**src/rtl/detector_scheduler.sv**
```systemverilog
// detector_scheduler
//   Time-multiplexes one shared single-input pulse detector across NCH input lines.
//   A scan visits channels 0..NCH-1 in order: reset the detector for one cycle, route
//   the channel's line to it for DWELL cycles, then step to the next channel. Each
//   DWELL cycle where the detector fires sets that channel's hit bit and bumps a
//   saturating total hit counter.
//
// Ports
//   i_clk      system clock, rising edge
//   i_rst      synchronous active-low reset
//   i_start    begin a scan (sampled only in IDLE)
//   i_stop     abort a scan; wins over i_start in IDLE
//   i_ch_in    NCH input lines being scanned
//   i_sm_out   output of the shared detector
//   o_sm_in    detector input: i_ch_in[o_sel] while dwelling, else 0
//   o_sm_rst   detector reset (active-high), high only in CLEAR
//   o_sel      channel currently scanned
//   o_busy     high in CLEAR/DWELL/NEXT
//   o_done     one-cycle pulse at scan completion
//   o_hit_vec  per-channel "detector fired" flags for this scan
//   o_hit_cnt  total DWELL cycles with detector firing, saturating
module detector_scheduler #(
  parameter int unsigned NCH   = 4,
  parameter int unsigned DWELL = 8,
  parameter int unsigned CW    = 8
) (
  input  logic                    i_clk,
  input  logic                    i_rst,
  input  logic                    i_start,
  input  logic                    i_stop,
  input  logic [NCH-1:0]          i_ch_in,
  input  logic                    i_sm_out,
  output logic                    o_sm_in,
  output logic                    o_sm_rst,
  output logic [$clog2(NCH)-1:0]  o_sel,
  output logic                    o_busy,
  output logic                    o_done,
  output logic [NCH-1:0]          o_hit_vec,
  output logic [CW-1:0]           o_hit_cnt
);

  localparam int unsigned SW = $clog2(NCH);
  localparam int unsigned DW = (DWELL > 1) ? $clog2(DWELL) : 1;
  localparam logic [SW-1:0] LastSel   = SW'(NCH - 1);
  localparam logic [DW-1:0] LastDwell = DW'(DWELL - 1);

  typedef enum logic [2:0] {
    StIdle  = 3'd0,
    StClear = 3'd1,
    StDwell = 3'd2,
    StNext  = 3'd3,
    StDone  = 3'd4
  } state_e;

  state_e          r_state;
  state_e          w_state_d;
  logic [SW-1:0]   r_sel;
  logic [DW-1:0]   r_dwell_cnt;
  logic [NCH-1:0]  r_hit_vec;
  logic [CW-1:0]   r_hit_cnt;

  always_comb begin
    w_state_d = r_state;
    case (r_state)
      StIdle:  if (i_start && !i_stop) w_state_d = StClear;
      StClear: w_state_d = StDwell;
      StDwell: if (r_dwell_cnt == LastDwell) w_state_d = StNext;
      StNext:  w_state_d = (r_sel == LastSel) ? StDone : StClear;
      StDone:  w_state_d = StIdle;
      default: w_state_d = StIdle;
    endcase
    // Abort from any active state; IDLE already handles stop above.
    if (r_state != StIdle && i_stop) w_state_d = StIdle;
  end

  always_ff @(posedge i_clk) begin
    if (!i_rst) begin
      r_state     <= StIdle;
      r_sel       <= '0;
      r_dwell_cnt <= '0;
      r_hit_vec   <= '0;
      r_hit_cnt   <= '0;
    end else begin
      r_state <= w_state_d;
      case (r_state)
        StIdle: begin
          if (w_state_d == StClear) begin
            r_sel     <= '0;
            r_hit_vec <= '0;
            r_hit_cnt <= '0;
          end
        end
        StClear: r_dwell_cnt <= '0;
        StDwell: begin
          r_dwell_cnt <= r_dwell_cnt + DW'(1);
          if (i_sm_out) begin
            r_hit_vec[r_sel] <= 1'b1;
            if (r_hit_cnt != '1) r_hit_cnt <= r_hit_cnt + CW'(1);
          end
        end
        StNext: begin
          // sel only advances when moving on to another channel; abort keeps it.
          if (w_state_d == StClear) r_sel <= r_sel + SW'(1);
        end
        default: ;
      endcase
    end
  end

  always_comb begin
    o_sm_rst = (r_state == StClear);
    o_busy   = (r_state == StClear) || (r_state == StDwell) || (r_state == StNext);
    o_done   = (r_state == StDone);
    o_sm_in  = (r_state == StDwell) ? i_ch_in[r_sel] : 1'b0;
  end

  assign o_sel     = r_sel;
  assign o_hit_vec = r_hit_vec;
  assign o_hit_cnt = r_hit_cnt;

endmodule

```
**config.mk**
```make
export PLATFORM = sky130hd
export DESIGN_NAME = detector_scheduler
export DESIGN_NICKNAME = d
export VERILOG_FILES = /design/src/rtl/detector_scheduler.sv
export SDC_FILE = /design/constraint.sdc
export NUM_CORES = 1
export LEC_CHECK = 0
export ABC_AREA = 1
export BUFFER_PORTS_ARGS = -buffer_cell sky130_fd_sc_hd__buf_4
export CAP_MARGIN = 20
export CORE_AREA = 3 3 63 65
export DETAILED_ROUTE_END_ITERATION = 8
export DIE_AREA = 0 0 66 68
export PLACE_DENSITY_LB_ADDON = 0.2
export SLEW_MARGIN = 0
export SYNTH_ARGS = -nofsm -noshare
export SYNTH_HDL_FRONTEND = slang
export SYNTH_SLANG_ARGS = --single-unit
```
**constraint.sdc**
```tcl
create_clock -name i_clk -period 3.7 [get_ports i_clk]
set_input_delay 0.185 -clock i_clk [delete_from_list [all_inputs] [get_ports i_clk]]
set_output_delay 0.185 -clock i_clk [all_outputs]
set_load 0.005 [all_outputs]
```
==> results.toml <==
[global_route]
grtUsageTotal = 0.1381
grt_pass1_vias = 1022
grt_pass1_wl_microns = 4802
antenna_found_initial = 0
grt_max_degree = 14
grt.overflow.total = 0

[critical_path]
worstPathArrival_ns = 1.91
critical_path_class = "reg -> reg"
endpoint_kind = "flip-flop"
startpoint_type = "flip-flop"
critPathMaxFanout = 13
required_ns = 3.96

[clock_tree]
clkTransAtPathRegs_ns = 0.13
clockRootBuffer = "clkbuf_4"
cts-htree-levels = 1
cts.repair.resized = 0
clock_sinks = 20
cts_tree = "built"
postCtsSetupBuffers = 0
clock_path_buffers = 2
clock_latency_ns = 0.31
cts_hold_buf = 0
cts_inserted_buffers = 3

[floorplan]
ios = 27
die_area_sq_um = 4488
die_h_microns = 68
rows = 21
start_util = 0.3529
die_x_microns = 66
coreArea_sq_um = 3390

[routing]
drtPass1Iterations = 4
vias = 1177
wl_microns = 2817
wl_per_cell_microns = 11.64
vias_per_cell = 4.864
drc = 0
dr.first_iter.drc_count = 57
ant_nets = 0

[power_and_ir_drop]
clkPwrFrac = 0.341
power_frac_seq = 0.461
power_leakage_nw = 0.6657
internal-power_mw = 0.3815
swShare = 0.2809
power.density_nw_per_um2 = 361.1
p_comb_frac = 0.198
p_sw_mw = 0.1490
peakVddDrop_mv = 0.2214
p_total_mw = 0.5304

[timing]
worst_slack_ns = 2.052
fin_worst_skew_ns = 0.01586
fin_crit_ns = 1.648
finalHoldViolCount = 0
timing.fmax_ghz = 0.6068
rsz0062_at_grt = "no"
setup_violations = 0
final_max_slew_viol_count = 0
worst_slew_pin_slew_ns = 0.4787
final.setup.tns_ns = 0
period_share = 0.4454
slew_headroom = 0.6775

[synth]
yosysSeqAreaShare = 0.3347
synth_top_cell_by_area = "dfxtp_1"
syn_inst = 169
synth_fa_ha_area_frac = 0.07322
yosysTopAreaCellShare = 0.3347
synth-compound-area-share = 0.1255
synth_top_family_by_area = "simple AND/OR/NAND/NOR gates"
synth_xor_area_frac = 0
synth_nets = 185
yosysWarnings = 0
synth-seq-cells = 20
synth_area_leaders = "dfxtp_1 33%, nand2_1 10%, nor2_1 7.8%"
syn_area_per_cell_sq_um = 7.078
syn_area_sq_um = 1196
yosys.cell_types.count = 25
synth_simple_gate_area_frac = 0.3661
synth_mux_area_frac = 0

[final_layout]
drive_gt1_frac = 0.2347
final_cell_area_sq_um = 1469
seq_area_sq_um = 400.4
diodes = 0
nFillCells = 356
multi_input_area_sq_um = 675.6
fin_nets = 213
synthToLayoutAreaGrowth_pct = 22.80

[outcome]
outcome = "finished clean"

[placed_design]
placed_area_sq_um = 1416
place.port_buffers = 26
hpwl_microns = 2192
gp_congestion = 0.8588
post-place-ws_ns = 2.117

[hold_path]
hold_class = "in -> reg"

[job]
drv_cap = 0
-- cells in the mapped netlist (all sizes together) --
cell type	n
clkinv	2
or2	2
clkbuf	2
buf	1
o21bai	1
a21oi	17
nand3	20
inv	20
nand2	37
nor3	3
dfxtp	20
ha	7
o21ai	6
a22oi	1
nor2	26
nand4	3
a31oi	1
-- worst max-delay path, cell delays in order, from the launching register on --
cell and delay [ns]:
dfxtp_1 0.37, ha_1 0.21, nand2_1 0.10, nor2_1 0.08, nand2_1 0.08, nand2_2 0.06
a22oi_4 0.30, nand2_1 0.17, nand2_1 0.09, nand2_1 0.05, nor2_1 0.08
-- cells in the final DEF, fill, tap and decap left out --
cell type / synthesis / final
nand2_1: 32 / 32
buf_4: 0 / 26
nor2_1: 25 / 25
dfxtp_1: 20 / 20
inv_1: 17 / 17
nand3_1: 17 / 17
a21oi_1: 17 / 17
ha_1: 7 / 7
o21ai_0: 6 / 6
nand2_2: 4 / 4
inv_2: 3 / 3
nor3_1: 3 / 3
nand4_1: 3 / 3
clkbuf_4: 0 / 3
nand3_4: 2 / 2
or2_2: 2 / 2
clkinv_4: 1 / 1
clkinv_1: 1 / 1
a31oi_1: 1 / 1
nor2_4: 1 / 1
nand3_2: 1 / 1
nand2_4: 1 / 1
a22oi_4: 1 / 1
o21bai_1: 1 / 1
bufinv_16: 0 / 1
-- layer usage --
layer | GRT usage | wire length [microns]
met5 | 0 | 0
met4 | 0.03807 | 40
met3 | 0.04433 | 205
met2 | 0.2278 | 1375
met1 | 0.1738 | 1195
-- flip-flops by register name (all words and copies together) (netlist names) --
signal,flops
o_hit_cnt,8
o_hit_vec,4
r_dwell_cnt,3
r_state,3
o_sel,2
-- final timing paths --
check	endpoint	slack (ns)	from	cells past startpoint
setup / recovery	o_hit_cnt[6]$_SDFFE_PN0P_	2.05	o_hit_cnt[0]$_SDFFE_PN0P_	10
hold / removal	o_hit_cnt[2]$_SDFFE_PN0P_	0.15	i_rst	3
setup reg to reg	o_hit_cnt[6]$_SDFFE_PN0P_	2.05	o_hit_cnt[0]$_SDFFE_PN0P_	10
hold reg to reg	r_dwell_cnt[0]$_SDFFE_PN0P_	0.47	r_dwell_cnt[0]$_SDFFE_PN0P_	1
-- cell type report --
type                       count  area share
inverter                      22     0.05963
clock inverter                 1     0.02044
tap                           46     0.03918
timing repair buffer          26      0.1329
multi-input combinational    124      0.4600
clock buffer                   3     0.01533
sequential                    20      0.2726
-- power by group through the flow --
stage | logic, mW | registers (mW) | clock network [mW]
6_report | 0.105 | 0.244 | 0.181
5_1_grt | 0.120 | 0.248 | 0.196
4_1_cts | 0.106 | 0.244 | 0.188
3_5_place_dp | 0.105 | 0.249 | 0
3_3_place_gp | 0.103 | 0.249 | 0
2_1_floorplan | 0.0746 | 0.246 | 0
-- cells by family (layout without fill, tap and decap cells) --
| kind of cell | after synthesis | after routing |
|---|---|---|
| DFF | 20 | 20 |
| AOI/OAI and AO/OA | 26 | 26 |
| buffers and inverters | 25 | 52 |
| adders and majority gates | 7 | 7 |
| and+or+nand+nor | 91 | 91 |
-- metrics by stage --
stage | hold slack (ns) | std cells | util
global placement | 0.4401 | 238 | 0.4179
global route | 0.1489 | 242 | 0.4334
CTS | 0.1441 | 242 | 0.4334
finish | 0.1529 | 242 | 0.4334
detailed placement | 0.4555 | 238 | 0.4179
floorplan | 0.3994 | 169 | -
Note: power is estimated with default switching activity, not from simulation.
